File: config.mk
export PLATFORM = sky130hd
export DESIGN_NAME = phase_unwrap_freq
export DESIGN_NICKNAME = d
export VERILOG_FILES = /design/src/rtl/phase_pkg.sv /design/src/rtl/phase_unwrap_freq_boxcar.sv /design/src/rtl/phase_unwrap_freq.sv
export SDC_FILE = /design/constraint.sdc
export NUM_CORES = 1
export LEC_CHECK = 0
export BUFFER_PORTS_ARGS = -buffer_cell sky130_fd_sc_hd__buf_2
export CORE_MARGIN = 4
export CORE_UTILIZATION = 57
export DETAILED_ROUTE_END_ITERATION = 10
export PLACE_DENSITY = 0.75
export SLEW_MARGIN = 20
export SYNTH_ARGS = -nofsm -noshare
export SYNTH_HDL_FRONTEND = slang
export SYNTH_SLANG_ARGS = --single-unit
File: constraint.sdc
create_clock -name clk -period 7 [get_ports clk]
set_input_delay 1.4 -clock clk [delete_from_list [all_inputs] [get_ports clk]]
set_output_delay 1.4 -clock clk [all_outputs]
set_load 0.05 [all_outputs]
File: src/rtl/phase_pkg.sv
// Shared phase-domain definitions for the atan2 / unwrap / demod chain.
// Phase LSB is 2^-(WIDTH-PHASE_FRAC_OFS) rad.
package phase_pkg;

  localparam int PHASE_FRAC_OFS = 3;
  // round(pi * 2^30), rescaled per WIDTH below
  localparam longint unsigned PI_Q30 = 64'd3373259426;

  typedef enum logic [1:0] {
    ST_EMPTY   = 2'd0,
    ST_FILLING = 2'd1,
    ST_RUNNING = 2'd2
  } phase_state_e;

  function automatic int pi_cnt(input int width);
    int sh;
    sh = 30 - (width - PHASE_FRAC_OFS);
    return int'((PI_Q30 + (64'd1 << (sh - 1))) >> sh);
  endfunction

  function automatic int two_pi_cnt(input int width);
    return 2 * pi_cnt(width);
  endfunction

endpackage

File: src/rtl/phase_unwrap_freq_boxcar.sv
// Boxcar averager over the last 2^AVG_LOG2 deltas; slots not yet written count as 0.
module boxcar_avg #(
  parameter int WIDTH    = 16,
  parameter int AVG_LOG2 = 3
) (
  input  logic                    clk,
  input  logic                    reset_n,
  input  logic                    push,
  input  logic signed [WIDTH-1:0] din,
  output logic signed [WIDTH-1:0] dout,
  output logic                    full
);
  localparam int N  = 1 << AVG_LOG2;
  localparam int PW = (AVG_LOG2 > 0) ? AVG_LOG2 : 1;
  localparam int SW = WIDTH + AVG_LOG2;
  localparam logic [AVG_LOG2:0] N_CNT = (AVG_LOG2 + 1)'(N);

  logic signed [WIDTH-1:0] r_mem [N];
  logic [PW-1:0]           r_ptr;
  logic [AVG_LOG2:0]       r_fill;
  logic signed [SW-1:0]    r_sum;
  logic signed [WIDTH-1:0] w_oldest;

  assign full     = (r_fill == N_CNT);
  assign w_oldest = full ? r_mem[r_ptr] : '0;
  // top WIDTH bits of the sum are exactly sum >>> AVG_LOG2
  assign dout     = r_sum[AVG_LOG2 +: WIDTH];

  always_ff @(posedge clk or negedge reset_n) begin
    if (!reset_n) begin
      r_ptr  <= '0;
      r_fill <= '0;
      r_sum  <= '0;
    end else if (push) begin
      r_sum <= r_sum + SW'(din) - SW'(w_oldest);
      r_ptr <= (r_ptr == PW'(N - 1)) ? '0 : r_ptr + 1'b1;
      if (!full) r_fill <= r_fill + 1'b1;
    end
  end

  always_ff @(posedge clk) begin
    if (push) r_mem[r_ptr] <= din;
  end

endmodule

File: src/rtl/phase_unwrap_freq.sv
// Phase unwrapper + boxcar-smoothed instantaneous frequency.
// Define PHASE_UNWRAP_SAT_EN to saturate the accumulator (sticky sat_flag) instead of wrapping.
module phase_unwrap_freq
  import phase_pkg::*;
#(
  parameter int WIDTH     = 16,
  parameter int ACC_WIDTH = 32,
  parameter int AVG_LOG2  = 3
) (
  input  logic                        clk,
  input  logic                        reset_n,
  input  logic                        sink_valid,
  input  logic signed [WIDTH-1:0]     sink,
  output logic                        source_valid,
  output logic signed [ACC_WIDTH-1:0] source_phase,
  output logic                        source_freq_valid,
  output logic signed [WIDTH-1:0]     source_freq
);
  localparam int DW = WIDTH + 2;
  localparam logic signed [DW-1:0] PI_D     = DW'(pi_cnt(WIDTH));
  localparam logic signed [DW-1:0] TWO_PI_D = DW'(two_pi_cnt(WIDTH));

  phase_state_e                r_state;
  logic signed [WIDTH-1:0]     r_prev;
  logic signed [ACC_WIDTH-1:0] r_acc;
  logic                        r_valid;

  logic signed [DW-1:0]        w_diff, w_dwrap;
  logic signed [WIDTH-1:0]     w_delta;
  logic signed [ACC_WIDTH-1:0] w_acc_next;
  logic                        w_push, w_full;
  logic                        w_unused_dhi;

  // shortest-path delta; exactly +/-pi is left as is
  always_comb begin
    w_diff  = DW'(sink) - DW'(r_prev);
    w_dwrap = w_diff;
    if (w_diff > PI_D)       w_dwrap = w_diff - TWO_PI_D;
    else if (w_diff < -PI_D) w_dwrap = w_diff + TWO_PI_D;
  end
  assign w_delta      = w_dwrap[WIDTH-1:0];
  assign w_unused_dhi = ^w_dwrap[DW-1:WIDTH];
  assign w_push       = sink_valid && (r_state != ST_EMPTY);

`ifdef PHASE_UNWRAP_SAT_EN
  localparam logic signed [ACC_WIDTH:0] ACC_MAX = {2'b00, {(ACC_WIDTH-1){1'b1}}};
  localparam logic signed [ACC_WIDTH:0] ACC_MIN = {2'b11, {(ACC_WIDTH-1){1'b0}}};
  logic signed [ACC_WIDTH:0] w_acc_wide;
  logic                      w_clip;
  logic                      sat_flag;

  always_comb begin
    w_acc_wide = (ACC_WIDTH + 1)'(r_acc) + (ACC_WIDTH + 1)'(w_delta);
    w_acc_next = w_acc_wide[ACC_WIDTH-1:0];
    w_clip     = 1'b0;
    if (w_acc_wide > ACC_MAX) begin
      w_acc_next = ACC_MAX[ACC_WIDTH-1:0];
      w_clip     = 1'b1;
    end else if (w_acc_wide < ACC_MIN) begin
      w_acc_next = ACC_MIN[ACC_WIDTH-1:0];
      w_clip     = 1'b1;
    end
  end

  always_ff @(posedge clk or negedge reset_n) begin
    if (!reset_n)              sat_flag <= 1'b0;
    else if (w_push && w_clip) sat_flag <= 1'b1;
  end
`else
  assign w_acc_next = r_acc + ACC_WIDTH'(w_delta);
`endif

  always_ff @(posedge clk or negedge reset_n) begin
    if (!reset_n) begin
      r_state <= ST_EMPTY;
      r_prev  <= '0;
      r_acc   <= '0;
      r_valid <= 1'b0;
    end else begin
      r_valid <= sink_valid;
      if (sink_valid) r_prev <= sink;
      case (r_state)
        ST_EMPTY: if (sink_valid) begin
          r_acc   <= ACC_WIDTH'(sink);
          r_state <= ST_FILLING;
        end
        ST_FILLING: begin
          if (sink_valid) r_acc <= w_acc_next;
          if (w_full)     r_state <= ST_RUNNING;
        end
        default: if (sink_valid) r_acc <= w_acc_next;
      endcase
    end
  end

  boxcar_avg #(.WIDTH(WIDTH), .AVG_LOG2(AVG_LOG2)) u_boxcar (
    .clk     (clk),
    .reset_n (reset_n),
    .push    (w_push),
    .din     (w_delta),
    .dout    (source_freq),
    .full    (w_full)
  );

  assign source_valid      = r_valid;
  assign source_phase      = r_acc;
  assign source_freq_valid = r_valid & w_full;

endmodule

==> results_dict.tcl, run 1 <==
set metrics [dict create \
    hold_path.class "reg2reg" \
    synth_cells 1312 \
    post_drt_wl_per_cell_um 20.3 \
    gp_congestion 0.939 \
    drt_wl_total_mm 37.3 \
    ys_seq_elements 205 \
    mostFrequentLayoutCells "buf_4 (176), edfxtp_1 (128), nand2_1 (122)" \
    num_io_pins 69 \
    hold_buffers 0 \
    setup_tns_ps 0 \
    die_h_um 161 \
    slew_headroom_pct 31.6 \
    yosysSeqAreaShare_pct 43.1 \
    dp_cells 1795 \
    grt_max_degree 66 \
    yosys_warnings 0 \
    status "complete, no violations" \
    cts_tree "done" \
    min_period_over_period_pct 95.6 \
    max_freq_ghz 0.149 \
    clkLatencyLatePin_ps 520 \
    fin_cells 1835 \
    synthMuxAreaShare_pct 5.18 \
    area_growth_syn_to_layout_pct 19.6 \
    place_ws_ps -187 \
    required_ps 7420 \
    drc 0 \
    drv_cap 0 \
    cts_sinks 205 \
    crit_path_end_kind "flip-flop" \
    fill_cells 1723 \
    numCtsBuffers 23 \
    core-area_um2 22800 \
    dieWidth_um 161 \
    final-max-slew-violation-count 0 \
    grt-ovfl-total 0 \
    grt_pass1_wl_mm 59.2 \
    synth_top_flop_cell "edfxtp_1" \
    post_cts_resized 0 \
    drive_above_1_share_pct 24.4 \
    cp_slowest_cell "or4_1" \
    synth_fp_nets 1425 \
    whs_path_depth 1 \
    synth_compound_area_share_pct 18.9 \
    hpwlAfterDp_mm 27.6 \
    worstPathMaxFanout 5 \
    rsz0062_at_grt "no" \
    setup_ws_ps 306 \
    synthArstFlopShare_pct 37.6 \
    fp-row-count 55 \
    drtIter0Drc 983 \
    worst_path_largest_cell_delay_ps 460 \
    dieArea_um2 26000 \
    fin_crit_ps 6690 \
    cpMostUsedCell "a21oi_1" \
    synth_fa_ha_area_share_pct 9.93 \
    clockRootBuffer "clkbuf_16" \
    antenna_found_initial 0 \
    startpoint_type "input pin" \
    viasPerCell 6.05 \
    yosys.area_share.simple_pct 12.9 \
    grtUsageTotal_pct 28.5 \
    ys_types 85 \
    synth-xor-area-share_pct 4.98 \
    syn_area_per_cell_um2 10.2 \
    r2r_slack_ps 970 \
    synth_top_family_by_area "compound AO/OA/AOI/OAI gates" \
    initial_utilization_pct 58.5 \
    skew_ps 14.0 \
    hold_slack_ps 481 \
    grt_pass1_vias 11100 \
    setup_violations 0 \
    n_antenna_cell 0 \
    drt_first_pass_iters 5 \
    hold_violations 0 \
    htree_num_levels 1 \
    vias 11100 \
    synth_area_um2 13400 \
    crit_arrival_ps 7110 \
    synth_edf_count 128 \
    worst-r2r-cell-count 32 \
    regArea_um2 5770 \
    cts_setup_buffers 0 \
    io_buffers 68 \
    final_common_cell "buf_4" \
    multi_input_area_um2 7080 \
    path_clk_slew_ps 60 \
    layout.nets 1620 \
    antenna_left 0 \
    ctsLongestPathBuffers 3 \
    worst_pin_slew_ps 1020 \
    path_class "in2reg" \
]
worst paths after layout:
check                                      to                from
max in group asynchronous           r_prev[0]             reset_n
min reg2reg                u_boxcar.r_fill[3]  u_boxcar.r_fill[3]
min in group asynchronous  u_boxcar.r_sum[14]             reset_n
min                        u_boxcar.r_fill[3]  u_boxcar.r_fill[3]
max reg2reg                  source_phase[31]           r_prev[1]
max                          source_phase[31]             sink[0]
worst max-delay path: cells and delay by family:
family          cells  cell delay (ps)
compound gates     16             2710
xor+xnor            2              270
fa+ha+maj           4              890
buf+inv             5              510
simple gates        7             1310
per-layer routing:
layer	track usage, %	share of wire (%)	vias to the layer above
li1	-	-	5205
met1	38.8	42	5350
met2	47.6	47	455
met3	3.50	7.0	84
met4	10.1	3.9	0
met5	0	0	-
flip-flops by register name, indices dropped and copies added (netlist names):
signal	flops
r_prev	16
r_state	2
source_phase	32
source_valid	1
u_boxcar.r_fill	4
u_boxcar.r_mem	128
u_boxcar.r_ptr	3
u_boxcar.r_sum	19
synth_stat cells, drive strengths merged, types with 19 or more instances:
master,n,area (um2)
fa,19,380
xnor2,52,489
o21ai,99,495
a21o,29,218
a21oi,96,480
edfxtp,128,3840
nor2,77,292
buf,31,188
clkbuf,45,169
inv,81,304
ha,75,938
nor3,35,180
nand3,30,150
dfrtp,77,1930
mux2i,22,220
nand2,123,462
logic make-up (layout without fill, tap and decap cells):
| logic type | after synthesis | count (layout) |
|---|---|---|
| flops | 205 | 205 |
| xor+xnor | 70 | 70 |
| mux | 52 | 52 |
| compound gates | 372 | 372 |
| buf+inv | 158 | 368 |
| simple gates | 360 | 360 |
| fa+ha+maj | 95 | 95 |
metrics by stage:
stage | cell area (um2) | utilization (%)
after floorplan | 13500 | -
after global placement | 15300 | 66.8
after detailed placement | 15300 | 66.8
after CTS | 16000 | 69.9
after global routing | 16000 | 70.0
final | 16000 | 70.0
cell type report:
cell class,instances,area share [%]
Timing Repair Buffer,246,10.7
Clock buffer,25,3.64
Tap cell,313,2.45
Inverter,82,2.00
Multi-Input combinational cell,949,44.3
Clock inverter,15,0.829
Sequential cell,205,36.1
Power of run 1 is left out: the tool's default activity adds up to more than one toggle a clock period on the data nets, which glitch-free logic cannot reach.
==> run 2: changes to the inputs <==
--- a/config.mk
+++ b/config.mk
@@ -7,9 +7,9 @@
 export LEC_CHECK = 0
 export BUFFER_PORTS_ARGS = -buffer_cell sky130_fd_sc_hd__buf_2
 export CORE_MARGIN = 4
-export CORE_UTILIZATION = 57
+export CORE_UTILIZATION = 59
 export DETAILED_ROUTE_END_ITERATION = 10
-export PLACE_DENSITY = 0.75
+export PLACE_DENSITY = 0.74
 export SLEW_MARGIN = 20
 export SYNTH_ARGS = -nofsm -noshare
 export SYNTH_HDL_FRONTEND = slang
==> constraint.sdc (replaced) <==
create_clock -name clk -period 7.41 [get_ports clk]
set_input_delay 1.482 -clock clk [delete_from_list [all_inputs] [get_ports clk]]
set_output_delay 1.482 -clock clk [all_outputs]
set_load 0.05 [all_outputs]
==> results_dict.tcl, run 2 (same netlist as run 1, synthesis figures left out) <==
set metrics [dict create \
    core-area_um2 22100 \
    ctsLongestPathBuffers 3 \
    mostFrequentLayoutCells "edfxtp_1 (128), nand2_1 (122), a21oi_1 (93)" \
    die_h_um 159 \
    gp_congestion 0.948 \
    drt_wl_total_mm 35.8 \
    worst_path_largest_cell_delay_ps 670 \
    num_io_pins 69 \
    layout.nets 1526 \
    numCtsBuffers 23 \
    regMostFlops "u_boxcar.r_mem" \
    fill_cells 1689 \
    met1_usage_pct 39.2 \
    dp_cells 1668 \
    worst_pin_slew_ps 1030 \
    antenna_left 0 \
    fin_crit_ps 7090 \
    min_period_over_period_pct 95.7 \
    drive_above_1_share_pct 19.0 \
    initial_utilization_pct 60.5 \
    io_buffers 68 \
    dieArea_um2 25100 \
    grt_pass1_wl_mm 56.3 \
    use_met2_pct 47.4 \
    fin_util_pct 68.9 \
    post_drt_wl_per_cell_um 20.9 \
    clkLatencyLatePin_ps 530 \
    drv_cap 0 \
    skew_ps 11.1 \
    setup_violations 0 \
    path_class "in2reg" \
    clockRootBuffer "clkbuf_16" \
    cts_tree "done" \
    crit_path_end_kind "flip-flop" \
    busiest_layer "met2" \
    cts_sinks 205 \
    path_clk_slew_ps 60 \
    setup_ws_ps 322 \
    worstPathMaxFanout 22 \
    max_freq_ghz 0.141 \
    required_ps 7870 \
    slew_headroom_pct 31.0 \
    final-max-slew-violation-count 0 \
    drt_first_pass_iters 5 \
    hold_violations 0 \
    largest_reg_flops 128 \
    timing.rr.start "r_prev[0]" \
    hpwlAfterDp_mm 25.9 \
    place_ws_ps -265 \
    grtUsageTotal_pct 28.6 \
    n_antenna_cell 0 \
    htree_num_levels 1 \
    status "complete, no violations" \
    cp_slowest_cell "xnor2_4" \
    grt-ovfl-total 0 \
    final_common_cell "edfxtp_1" \
    startpoint_type "input pin" \
    grt_util_met3_pct 4.54 \
    fin_cells 1709 \
    drtIter0Drc 890 \
    vias 10700 \
    hp-start "u_boxcar.r_sum[18]" \
    viasPerCell 6.25 \
    antenna_found_initial 0 \
    crit_arrival_ps 7550 \
    hold_path.class "reg2reg" \
    fp-row-count 54 \
    grt_max_degree 67 \
    drc 0 \
    grt_pass1_vias 10500 \
    dieWidth_um 159 \
    area_growth_syn_to_layout_pct 13.7 \
    cts_setup_buffers 0 \
    setup.worst_path.start "sink[0]" \
]
run 2: cell types whose count changed in the layout (fill, tap and decap cells not counted), moves of 2 or more:
cell	before	now
buf_12	3	0
clkinv_2	6	2
clkinvlp_4	3	1
clkinv_4	3	0
clkinv_1	2	11
inv_6	0	2
buf_4	176	85
run 2: per-layer routing:
metal / wire length [um] / part of all wire [%]
met5: 0 / 0
met2: 16900 / 47
met4: 1300 / 3.6
met1: 14900 / 42
met3: 2700 / 7.5
run 2: layout make-up:
| type | count | area [um2] | share of cell area, % |
|---|---|---|---|
| Timing Repair Buffer | 152 | 973 | 6.40 |
| Clock inverter | 17 | 144 | 0.946 |
| Tap cell | 280 | 350 | 2.30 |
| Multi-Input combinational cell | 949 | 7080 | 46.5 |
| Clock buffer | 24 | 579 | 3.81 |
| Inverter | 82 | 313 | 2.06 |
| Sequential cell | 205 | 5770 | 37.9 |
run 2: worst max-delay path, delay by kind of cell:
| kind | cells | cell delay (ps) |
|---|---|---|
| multiplexers | 1 | 150 |
| adder cells (fa/ha/maj) | 4 | 1070 |
| AND/OR/NAND/NOR | 4 | 950 |
| buffers and inverters | 4 | 290 |
| AO/OA/AOI/OAI | 15 | 2840 |
| XOR/XNOR | 2 | 770 |
run 2: per-stage QoR:
step,hold slack [ps],setup TNS (ps),area (um2)
floorplan,445,-18.4,13500
global placement,456,-957,14400
detailed placement,462,-1630,14400
CTS,470,0,15200
global route,496,-0.858,15200
finish,469,0,15200
run 2: worst paths after layout:
check | cells after the start | endpoint | slack (ps)
setup / recovery | 30 | source_phase[31] | 320
hold / removal | 1 | u_boxcar.r_sum[18] | 470
setup reg to reg | 28 | source_phase[31] | 1070
hold reg to reg | 1 | u_boxcar.r_sum[18] | 470
max in group asynchronous | 2 | u_boxcar.r_ptr[1] | 5400
min in group asynchronous | 1 | u_boxcar.r_sum[12] | 900
run 2: repair_timing:
action | in CTS | in global routing
endpoints found under the setup margin | 0 | 9
resized for setup | 0 | 5
hold buffers | 0 | 0
Power of run 2 is left out for the same reason.
==> run 3: changes to the inputs <==
--- a/config.mk
+++ b/config.mk
@@ -13,4 +13,5 @@
 export SLEW_MARGIN = 20
 export SYNTH_ARGS = -nofsm -noshare
 export SYNTH_HDL_FRONTEND = slang
+export SYNTH_HIERARCHICAL = 1
 export SYNTH_SLANG_ARGS = --single-unit
==> results_dict.tcl, run 3 <==
set metrics [dict create \
    area_growth_syn_to_layout_pct 13.4 \
    final-max-slew-violation-count 0 \
    viasPerCell 5.93 \
    min_period_over_period_pct 92.5 \
    dieWidth_um 154 \
    hold_path.class "reg2reg" \
    synth_edf_count 128 \
    startpoint_type "input pin" \
    cp_slowest_cell "fa_1" \
    crit_path_end_kind "flip-flop" \
    die_h_um 154 \
    synthArstFlopShare_pct 37.6 \
    antenna_found_initial 0 \
    slew_headroom_pct 32.2 \
    worst_path_largest_cell_delay_ps 530 \
    ctsLongestPathBuffers 3 \
    grt_max_degree 87 \
    vias 9602 \
    post_cts_resized 0 \
    synth_cells 1222 \
    clkLatencyLatePin_ps 520 \
    grt-ovfl-total 0 \
    cts_setup_buffers 0 \
    htree_num_levels 1 \
    antenna_left 0 \
    setup_violations 0 \
    yosys_warnings 6 \
    final_common_cell "edfxtp_1" \
    crit_arrival_ps 7200 \
    setup_tns_ps 0 \
    drv_cap 0 \
    initial_utilization_pct 60.0 \
    post_drt_wl_per_cell_um 19.1 \
    worst_pin_slew_ps 1010 \
    grt_pass1_vias 9555 \
    synth_area_leaders "edfxtp_1 (30%), dfrtp_1 (15%), ha_1 (7.3%), a21oi_1 (4.0%), nor2_1 (3.6%)" \
    numCtsBuffers 23 \
    fp-row-count 53 \
    regMostFlops "u_boxcar/r_mem" \
    hold_violations 0 \
    yosysMostFrequentCell "edfxtp_1" \
    syn_area_per_cell_um2 10.3 \
    fill_cells 1578 \
    drt_wl_total_mm 30.9 \
    num_io_pins 69 \
    n_antenna_cell 0 \
    status "complete, no violations" \
    worst-path-buf-inv 8 \
    synth_top_flop_cell "edfxtp_1" \
    dieArea_um2 23800 \
    skew_ps 16.4 \
    path_clk_slew_ps 60 \
    grtUsageTotal_pct 26.0 \
    worstPathMaxFanout 10 \
    fin_crit_ps 6850 \
    rsz0062_at_grt "no" \
    yosysTopAreaCell "edfxtp_1" \
    hold_buffers 0 \
    ys_types 82 \
    core-area_um2 21000 \
    path_class "in2reg" \
    gp_congestion 0.947 \
    hpwlAfterDp_mm 22.1 \
    synth_fp_nets 1335 \
    cpMostUsedCell "inv_1" \
    required_ps 7760 \
    io_buffers 68 \
    critPathTopFamily "compound AO/OA/AOI/OAI gates" \
    drt_first_pass_iters 5 \
    drtIter0Drc 811 \
    yosysSeqAreaShare_pct 45.7 \
    synth_top_area_share_pct 30.5 \
    ys_seq_elements 205 \
    cts_sinks 205 \
    clockRootBuffer "clkbuf_16" \
    drc 0 \
    synth_area_um2 12600 \
    mostFrequentLayoutCells "edfxtp_1 (128), nor2_1 (121), inv_1 (105)" \
    grt_pass1_wl_mm 49.8 \
    drive_above_1_share_pct 18.4 \
    largest_reg_flops 128 \
    max_freq_ghz 0.146 \
    layout.nets 1440 \
    ys_top_cells_by_count "edfxtp_1 (128), nor2_1 (121), inv_1 (105)" \
    cts_tree "done" \
]
-- run 3: area by class of cell --
| cell class | instances | area [um2] | share of cell area (%) |
|---|---|---|---|
| Clock buffer | 33 | 613 | 4.29 |
| Tap cell | 275 | 344 | 2.40 |
| Clock inverter | 9 | 98.8 | 0.691 |
| Timing Repair Buffer | 144 | 913 | 6.38 |
| Sequential cell | 205 | 5770 | 40.3 |
| Inverter | 106 | 398 | 2.78 |
| Multi-Input combinational cell | 847 | 6170 | 43.1 |
-- run 3: metrics by stage --
| step | utilization, % | worst slack [ps] | hold WS (ps) | area [um2] | cells |
|---|---|---|---|---|---|
| 3_5_place_dp | 64.7 | -8.41 | 469 | 13600 | 1577 |
| 4_1_cts | 68.0 | 514 | 481 | 14300 | 1619 |
| 3_3_place_gp | 64.7 | 128 | 463 | 13600 | 1577 |
| 6_report | 68.1 | 559 | 486 | 14300 | 1619 |
| 2_1_floorplan | - | 50.7 | 443 | 12600 | 1222 |
| 5_1_grt | 68.1 | 55.5 | 489 | 14300 | 1619 |
-- run 3: cells by family (layout without fill, tap and decap cells) --
logic type                 after synthesis  after routing  synth area share [%]
AOI/OAI and AO/OA                      338            338                  18.0
xor gates and xnor gates                73             73                  5.30
adders and majority gates               94             94                  10.5
buffers and inverters                  170            292                  5.72
DFF                                    205            205                  45.7
muxes                                   47             47                  4.24
and+or+nand+nor                        295            295                  10.5
-- run 3: worst paths after layout --
check	from	end	slack, ps	cells past startpoint
max	sink[0]	u_boxcar/r_sum[15]	560	29
min	u_boxcar/r_fill[3]	u_boxcar/r_fill[3]	490	1
max reg2reg	r_prev[0]	u_boxcar/r_sum[15]	1360	27
min reg2reg	u_boxcar/r_fill[3]	u_boxcar/r_fill[3]	490	1
max in group asynchronous	reset_n	r_prev[2]	5440	2
min in group asynchronous	reset_n	u_boxcar/r_sum[8]	860	1
-- run 3: metal layers --
metal  routed length [um]  track usage (%)  up-vias
met1                13500             34.8     4631
met4                 1200             9.71        0
li1                     -                -     4592
met5                    0                0        -
met3                 1540             4.06       79
met2                14600             43.0      300
Power of run 3 is left out for the same reason.
